File: config.mk
export PLATFORM = sky130hd
export DESIGN_NAME = key_step_conditioner
export DESIGN_NICKNAME = d
export VERILOG_FILES = /design/src/rtl/key_step_pkg.sv /design/src/rtl/key_channel.sv /design/src/rtl/key_step_conditioner.sv
export SDC_FILE = /design/constraint.sdc
export NUM_CORES = 1
export LEC_CHECK = 0
export CAP_MARGIN = 40
export CORE_AREA = 2 2 147 149
export CTS_BUF_LIST = sky130_fd_sc_hd__clkbuf_4 sky130_fd_sc_hd__clkbuf_8 sky130_fd_sc_hd__clkbuf_16
export DETAILED_ROUTE_END_ITERATION = 6
export DIE_AREA = 0 0 149 151
export MAX_ROUTING_LAYER = met4
export PLACE_DENSITY_LB_ADDON = 0.25
export SYNTH_ARGS = -nofsm -noshare
export SYNTH_HDL_FRONTEND = slang
export SYNTH_HIERARCHICAL = 1
export SYNTH_SLANG_ARGS = --single-unit
export TNS_END_PERCENT = 1
File: constraint.sdc
create_clock -name CLOCK_50 -period 2.8 [get_ports CLOCK_50]
set_clock_uncertainty 0.1 [all_clocks]
set_input_delay 0.28 -clock CLOCK_50 [delete_from_list [all_inputs] [get_ports CLOCK_50]]
set_output_delay 0.28 -clock CLOCK_50 [all_outputs]
set_load 0.02 [all_outputs]
File: src/rtl/key_step_pkg.sv
// Shared types and constants for the push-button step conditioner.
package key_step_pkg;

    typedef enum logic [1:0] {
        RELEASED    = 2'd0,
        HELD_DELAY  = 2'd1,
        HELD_REPEAT = 2'd2
    } chan_state_e;

    localparam int KEY_RIGHT = 0;
    localparam int KEY_LEFT  = 1;

    localparam int DEF_DEBOUNCE_CYCLES = 1_000_000;
    localparam int DEF_REPEAT_DELAY    = 25_000_000;
    localparam int DEF_REPEAT_PERIOD   = 10_000_000;
    localparam int DEF_REPEAT_EN       = 1;

endpackage

File: src/rtl/key_channel.sv
// One push-button: two-flop synchroniser, counter debounce and press/auto-repeat FSM.
module key_channel
    import key_step_pkg::*;
#(
    parameter int DEBOUNCE_CYCLES = DEF_DEBOUNCE_CYCLES,
    parameter int REPEAT_DELAY    = DEF_REPEAT_DELAY,
    parameter int REPEAT_PERIOD   = DEF_REPEAT_PERIOD,
    parameter int REPEAT_EN       = DEF_REPEAT_EN
) (
    input  logic clk,
    input  logic reset,
    input  logic key_n,
    output logic held,
    output logic pulse
);

    localparam int DB_W   = (DEBOUNCE_CYCLES > 2) ? $clog2(DEBOUNCE_CYCLES) : 1;
    localparam int T_MAX  = (REPEAT_DELAY > REPEAT_PERIOD) ? REPEAT_DELAY : REPEAT_PERIOD;
    localparam int TM_W   = (T_MAX > 2) ? $clog2(T_MAX) : 1;
    localparam logic [DB_W-1:0] DB_LAST = DB_W'(DEBOUNCE_CYCLES - 1);
    localparam logic [TM_W-1:0] RD_LAST = TM_W'(REPEAT_DELAY - 1);
    localparam logic [TM_W-1:0] RP_LAST = TM_W'(REPEAT_PERIOD - 1);

    logic [1:0]      sync_q, sync_d;
    logic            stable_q, stable_d;
    logic [DB_W-1:0] db_cnt_q, db_cnt_d;
    chan_state_e     state_q, state_d;
    logic [TM_W-1:0] timer_q, timer_d;
    logic            press_s;
    logic            pulse_s;

    assign press_s = ~sync_q[1];

    // Synchroniser shift and debounce counter next-state.
    always_comb begin
        sync_d   = {sync_q[0], key_n};
        stable_d = stable_q;
        db_cnt_d = {DB_W{1'b0}};
        if (press_s == stable_q) begin
            db_cnt_d = {DB_W{1'b0}};
        end else if (db_cnt_q == DB_LAST) begin
            stable_d = ~stable_q;
            db_cnt_d = {DB_W{1'b0}};
        end else begin
            db_cnt_d = db_cnt_q + DB_W'(1);
        end
    end

    // Channel FSM: release always wins over a timer expiry in the same cycle.
    always_comb begin
        state_d = state_q;
        timer_d = timer_q;
        pulse_s = 1'b0;
        case (state_q)
            RELEASED: begin
                timer_d = {TM_W{1'b0}};
                if (stable_q) begin
                    state_d = HELD_DELAY;
                    pulse_s = 1'b1;
                end else begin
                    state_d = RELEASED;
                end
            end
            HELD_DELAY: begin
                if (!stable_q) begin
                    state_d = RELEASED;
                    timer_d = {TM_W{1'b0}};
                end else if (timer_q == RD_LAST) begin
                    if (REPEAT_EN != 0) begin
                        state_d = HELD_REPEAT;
                        timer_d = {TM_W{1'b0}};
                        pulse_s = 1'b1;
                    end else begin
                        timer_d = timer_q;
                    end
                end else begin
                    timer_d = timer_q + TM_W'(1);
                end
            end
            HELD_REPEAT: begin
                if (!stable_q) begin
                    state_d = RELEASED;
                    timer_d = {TM_W{1'b0}};
                end else if (timer_q == RP_LAST) begin
                    timer_d = {TM_W{1'b0}};
                    pulse_s = 1'b1;
                end else begin
                    timer_d = timer_q + TM_W'(1);
                end
            end
            default: begin
                state_d = RELEASED;
                timer_d = {TM_W{1'b0}};
            end
        endcase
    end

    // State registers; synchroniser resets to the released (high) level.
    always_ff @(posedge clk) begin
        if (reset) begin
            sync_q   <= 2'b11;
            stable_q <= 1'b0;
            db_cnt_q <= {DB_W{1'b0}};
            state_q  <= RELEASED;
            timer_q  <= {TM_W{1'b0}};
        end else begin
            sync_q   <= sync_d;
            stable_q <= stable_d;
            db_cnt_q <= db_cnt_d;
            state_q  <= state_d;
            timer_q  <= timer_d;
        end
    end

    assign held  = stable_q;
    assign pulse = pulse_s;

endmodule

File: src/rtl/key_step_conditioner.sv
// Two debounced key channels, same-cycle conflict suppression and registered step pulses.
module key_step_conditioner
    import key_step_pkg::*;
#(
    parameter int DEBOUNCE_CYCLES = DEF_DEBOUNCE_CYCLES,
    parameter int REPEAT_DELAY    = DEF_REPEAT_DELAY,
    parameter int REPEAT_PERIOD   = DEF_REPEAT_PERIOD,
    parameter int REPEAT_EN       = DEF_REPEAT_EN
) (
    input  logic       CLOCK_50,
    input  logic       reset,
    input  logic [1:0] KEY,
    output logic       step_right,
    output logic       step_left,
    output logic [1:0] held
);

    logic [1:0] pulse_s;
    logic       step_right_q, step_right_d;
    logic       step_left_q, step_left_d;

    key_channel #(
        .DEBOUNCE_CYCLES (DEBOUNCE_CYCLES),
        .REPEAT_DELAY    (REPEAT_DELAY),
        .REPEAT_PERIOD   (REPEAT_PERIOD),
        .REPEAT_EN       (REPEAT_EN)
    ) u_right (
        .clk   (CLOCK_50),
        .reset (reset),
        .key_n (KEY[KEY_RIGHT]),
        .held  (held[KEY_RIGHT]),
        .pulse (pulse_s[KEY_RIGHT])
    );

    key_channel #(
        .DEBOUNCE_CYCLES (DEBOUNCE_CYCLES),
        .REPEAT_DELAY    (REPEAT_DELAY),
        .REPEAT_PERIOD   (REPEAT_PERIOD),
        .REPEAT_EN       (REPEAT_EN)
    ) u_left (
        .clk   (CLOCK_50),
        .reset (reset),
        .key_n (KEY[KEY_LEFT]),
        .held  (held[KEY_LEFT]),
        .pulse (pulse_s[KEY_LEFT])
    );

    // Opposite moves in the same cycle cancel each other.
    always_comb begin
        step_right_d = pulse_s[KEY_RIGHT] & ~pulse_s[KEY_LEFT];
        step_left_d  = pulse_s[KEY_LEFT] & ~pulse_s[KEY_RIGHT];
    end

    // Output registers.
    always_ff @(posedge CLOCK_50) begin
        if (reset) begin
            step_right_q <= 1'b0;
            step_left_q  <= 1'b0;
        end else begin
            step_right_q <= step_right_d;
            step_left_q  <= step_left_d;
        end
    end

    assign step_right = step_right_q;
    assign step_left  = step_left_q;

endmodule

==> metrics.txt <==
post_cts resized 0; setup TNS 0 ns; Hold Crit Class flip-flop to flip-flop; final setup fails 0; Max-Slew Margin vs Limit 0.6323; CP Cell Sequence or4b_1 > or4_4 > o31ai_4 > buf_4 > a21boi_0; Fill cells 2,231; initial antenna violation count 0; Root Buffer clkbuf_16; number of synthesized flops with an enable pin 0; die width about 150 um; drt pass-1 iters 6; total chip power roughly 0.0029 W; IO Port Bufs 7; synthesized flop and latch total 102; Post-DRT Antenna Nets 0; Starting Density 0.2462; Final Max Tran Viols 0; PwrDens roughly 490 mW/mm^2; die area between 0.02 and 0.025 mm^2; Setup Buffers After CTS 0; htree depth 3; dominant cells by area after synthesis dfxtp_1, xnor2_1, a21oi_1, or4_1, nand3_1; Starting DRT DRC Count between 200 and 300; Design Area, Final between 0.005 and 0.006 mm^2; GRT overflow 0; multi-input logic area ~0.0029 mm^2; Async S/R FF share, synth 0; final worst path period share 0.8720; distinct cell type count after synthesis between 40 and 50; cell taking the most area after synthesis dfxtp_1; status complete, no violations; clk slew on worst S/H paths around 0.070 ns; hold path start u_left/sync_q[0]; Nets between 600 and 700; per-cell routed wire length 13.48 um; WS Path Type flip-flop to flip-flop; final WL 11.66 mm; crit end category flip-flop; GP Congestion 0.8434; Worst-Margin Slew 0.5439 ns; largest net degree at the start of global routing 25; Core Region ~0.021 mm^2; share of cells above drive strength 1 0.08136; Final min period 2.442 ns; DRC viols 0; area delta synth->final 13.79%; max-cap viol count 0; vias in the first global route around 4k; top_reg_cell synth dfxtp_1; Critical Path Fanout Max 23; Leak 1.584 nW; Critical Path AT approximately 2.6 ns; r2r startpoint u_right/timer_q[9]; ANT cells 0; Final Hold Viols 0; hpwl dp between 8 and 9 mm; CTS buffer count 9; Final Util 0.2802; Synth Net Count about 600; Worst path slowest cell or4_4; Seq/Total Area, Yosys 0.3982; Worst Path Required 2.92 ns; Vias/cell about 5.0; Die Span Y roughly 150 um; CTS tree yes; post-synthesis cell area between 0.005 and 0.006 mm^2; Yosys warnings 6; fmax 409.6 MHz; # clock sinks ~100; Cells after Synth 585; Clock Path Buffers 2; post-synth top area share 0.3982; I/O pin total 8; slowest stage delay, CP 0.60 ns; CP Launch Type flip-flop; Largest delay share family, worst path simple AND/OR/NAND/NOR gates; Avg Inst Size Synth around 8.8 um^2; # rows between 50 and 60; Skew-Pair Late Insertion Delay about 0.35 ns; DP Area 0.005500 mm^2; commonest non-fill, non-tap cell in the layout dfxtp_1; CP startpoint u_right/timer_q[9]; maximum VDD drop between 0.2 and 0.3 mV; RSZ-0062 raised after global routing no; CP bufs+invs 1; vias approximately 4.3k; # hold bufs at CTS 0; commonest cells after routing, fill and taps aside dfxtp_1, nor2_1, nand2_1, a21oi_1, nand3_1; Tot GR Track Use 0.1118; first-pass GRT wire length slightly below 20 mm; register area between 0.002 and 0.0025 mm^2
==> logic make-up after synthesis <==
| logic type | share of synthesized area |
|---|---|
| adder cells (fa/ha/maj) | 0.02928 |
| flip-flops | 0.3982 |
| buffers and inverters | 0.03855 |
| multiplexers | 0.003904 |
| XOR/XNOR | 0.08712 |
| AO/OA/AOI/OAI | 0.1381 |
| AND/OR/NAND/NOR | 0.3048 |
==> report_power, final <==
| group | leakage, nW | switching, W | total, W | internal, W |
|---|---|---|---|---|
| sequential | 0.822 | 0.00000203 | 0.00146 | 0.00145 |
| clock | 0.162 | 0.000564 | 0.00140 | 0.000832 |
| combinational | 0.600 | 0.00000973 | 0.0000180 | 0.00000827 |
| total | 1.58 | 0.000576 | 0.00287 | 0.00229 |
==> layout make-up <==
type                       instances  area share
tap                              275     0.05897
clock inverter                     5     0.01394
clock buffer                      11     0.04332
multi-input combinational        437      0.4973
timing repair buffer              17     0.02488
inverter                          18     0.01158
sequential                       102      0.3500
==> sequential cells by signal, indices dropped and copies added (netlist names) <==
register	flops
u_right/sync_q	2
u_left/timer_q	25
u_left/state_q	2
u_right/db_cnt_q	20
step_left	1
u_left/sync_q	2
step_right	1
u_right/held	1
u_left/db_cnt_q	20
u_right/state_q	2
u_left/held	1
u_right/timer_q	25
==> layer usage <==
| layer | share of wire | vias up | wire (um) | track usage |
|---|---|---|---|---|
| li1 | - | 2181 | - | - |
| met1 | 0.50 | 2071 | 5875 | 0.1449 |
| met2 | 0.45 | 55 | 5198 | 0.1668 |
| met3 | 0.025 | 21 | 286 | 0.02048 |
| met4 | 0.026 | 0 | 302 | 0.05667 |
| met5 | 0 | - | 0 | - |
==> cell usage after synthesis (3+ instances only) <==
| library cell | instances |
|---|---|
| dfxtp_1 | 102 |
| nor2_1 | 39 |
| a21oi_1 | 37 |
| nand2_1 | 37 |
| nand3_1 | 34 |
| xnor2_1 | 32 |
| nand4_1 | 25 |
| or4_1 | 24 |
| a22oi_1 | 21 |
| o31ai_1 | 20 |
| xor2_1 | 19 |
| clkbuf_1 | 18 |
| inv_1 | 18 |
| nor3_1 | 15 |
| o21ai_0 | 15 |
| or3_1 | 15 |
| ha_1 | 12 |
| and4_1 | 10 |
| nor4_1 | 10 |
| and3_1 | 9 |
| nor4b_1 | 9 |
| or2_2 | 9 |
| buf_2 | 7 |
| or4b_1 | 5 |
| nor3b_1 | 4 |
| nor4bb_1 | 4 |
| or4b_2 | 4 |
| nor2b_1 | 3 |
==> path summary, 6_finish.rpt <==
path                        end  slack (ns)  depth (start not counted)
max          u_right/timer_q[1]        0.36                          5
min            u_left/sync_q[1]        0.31                          1
max reg2reg  u_right/timer_q[1]        0.36                          5
min reg2reg    u_left/sync_q[1]        0.31                          1
==> metrics by stage <==
stage | std cells | setup WS [ns] | hold slack, ns
after floorplan | 585 | 0.5262 | 0.2491
after global placement | 849 | 0.3965 | 0.2971
after detailed placement | 849 | 0.3833 | 0.3118
after CTS | 865 | 0.3641 | 0.3165
after global routing | 865 | 0.1715 | 0.3252
final | 865 | 0.3584 | 0.3071
(Power assumes the default switching activity.)
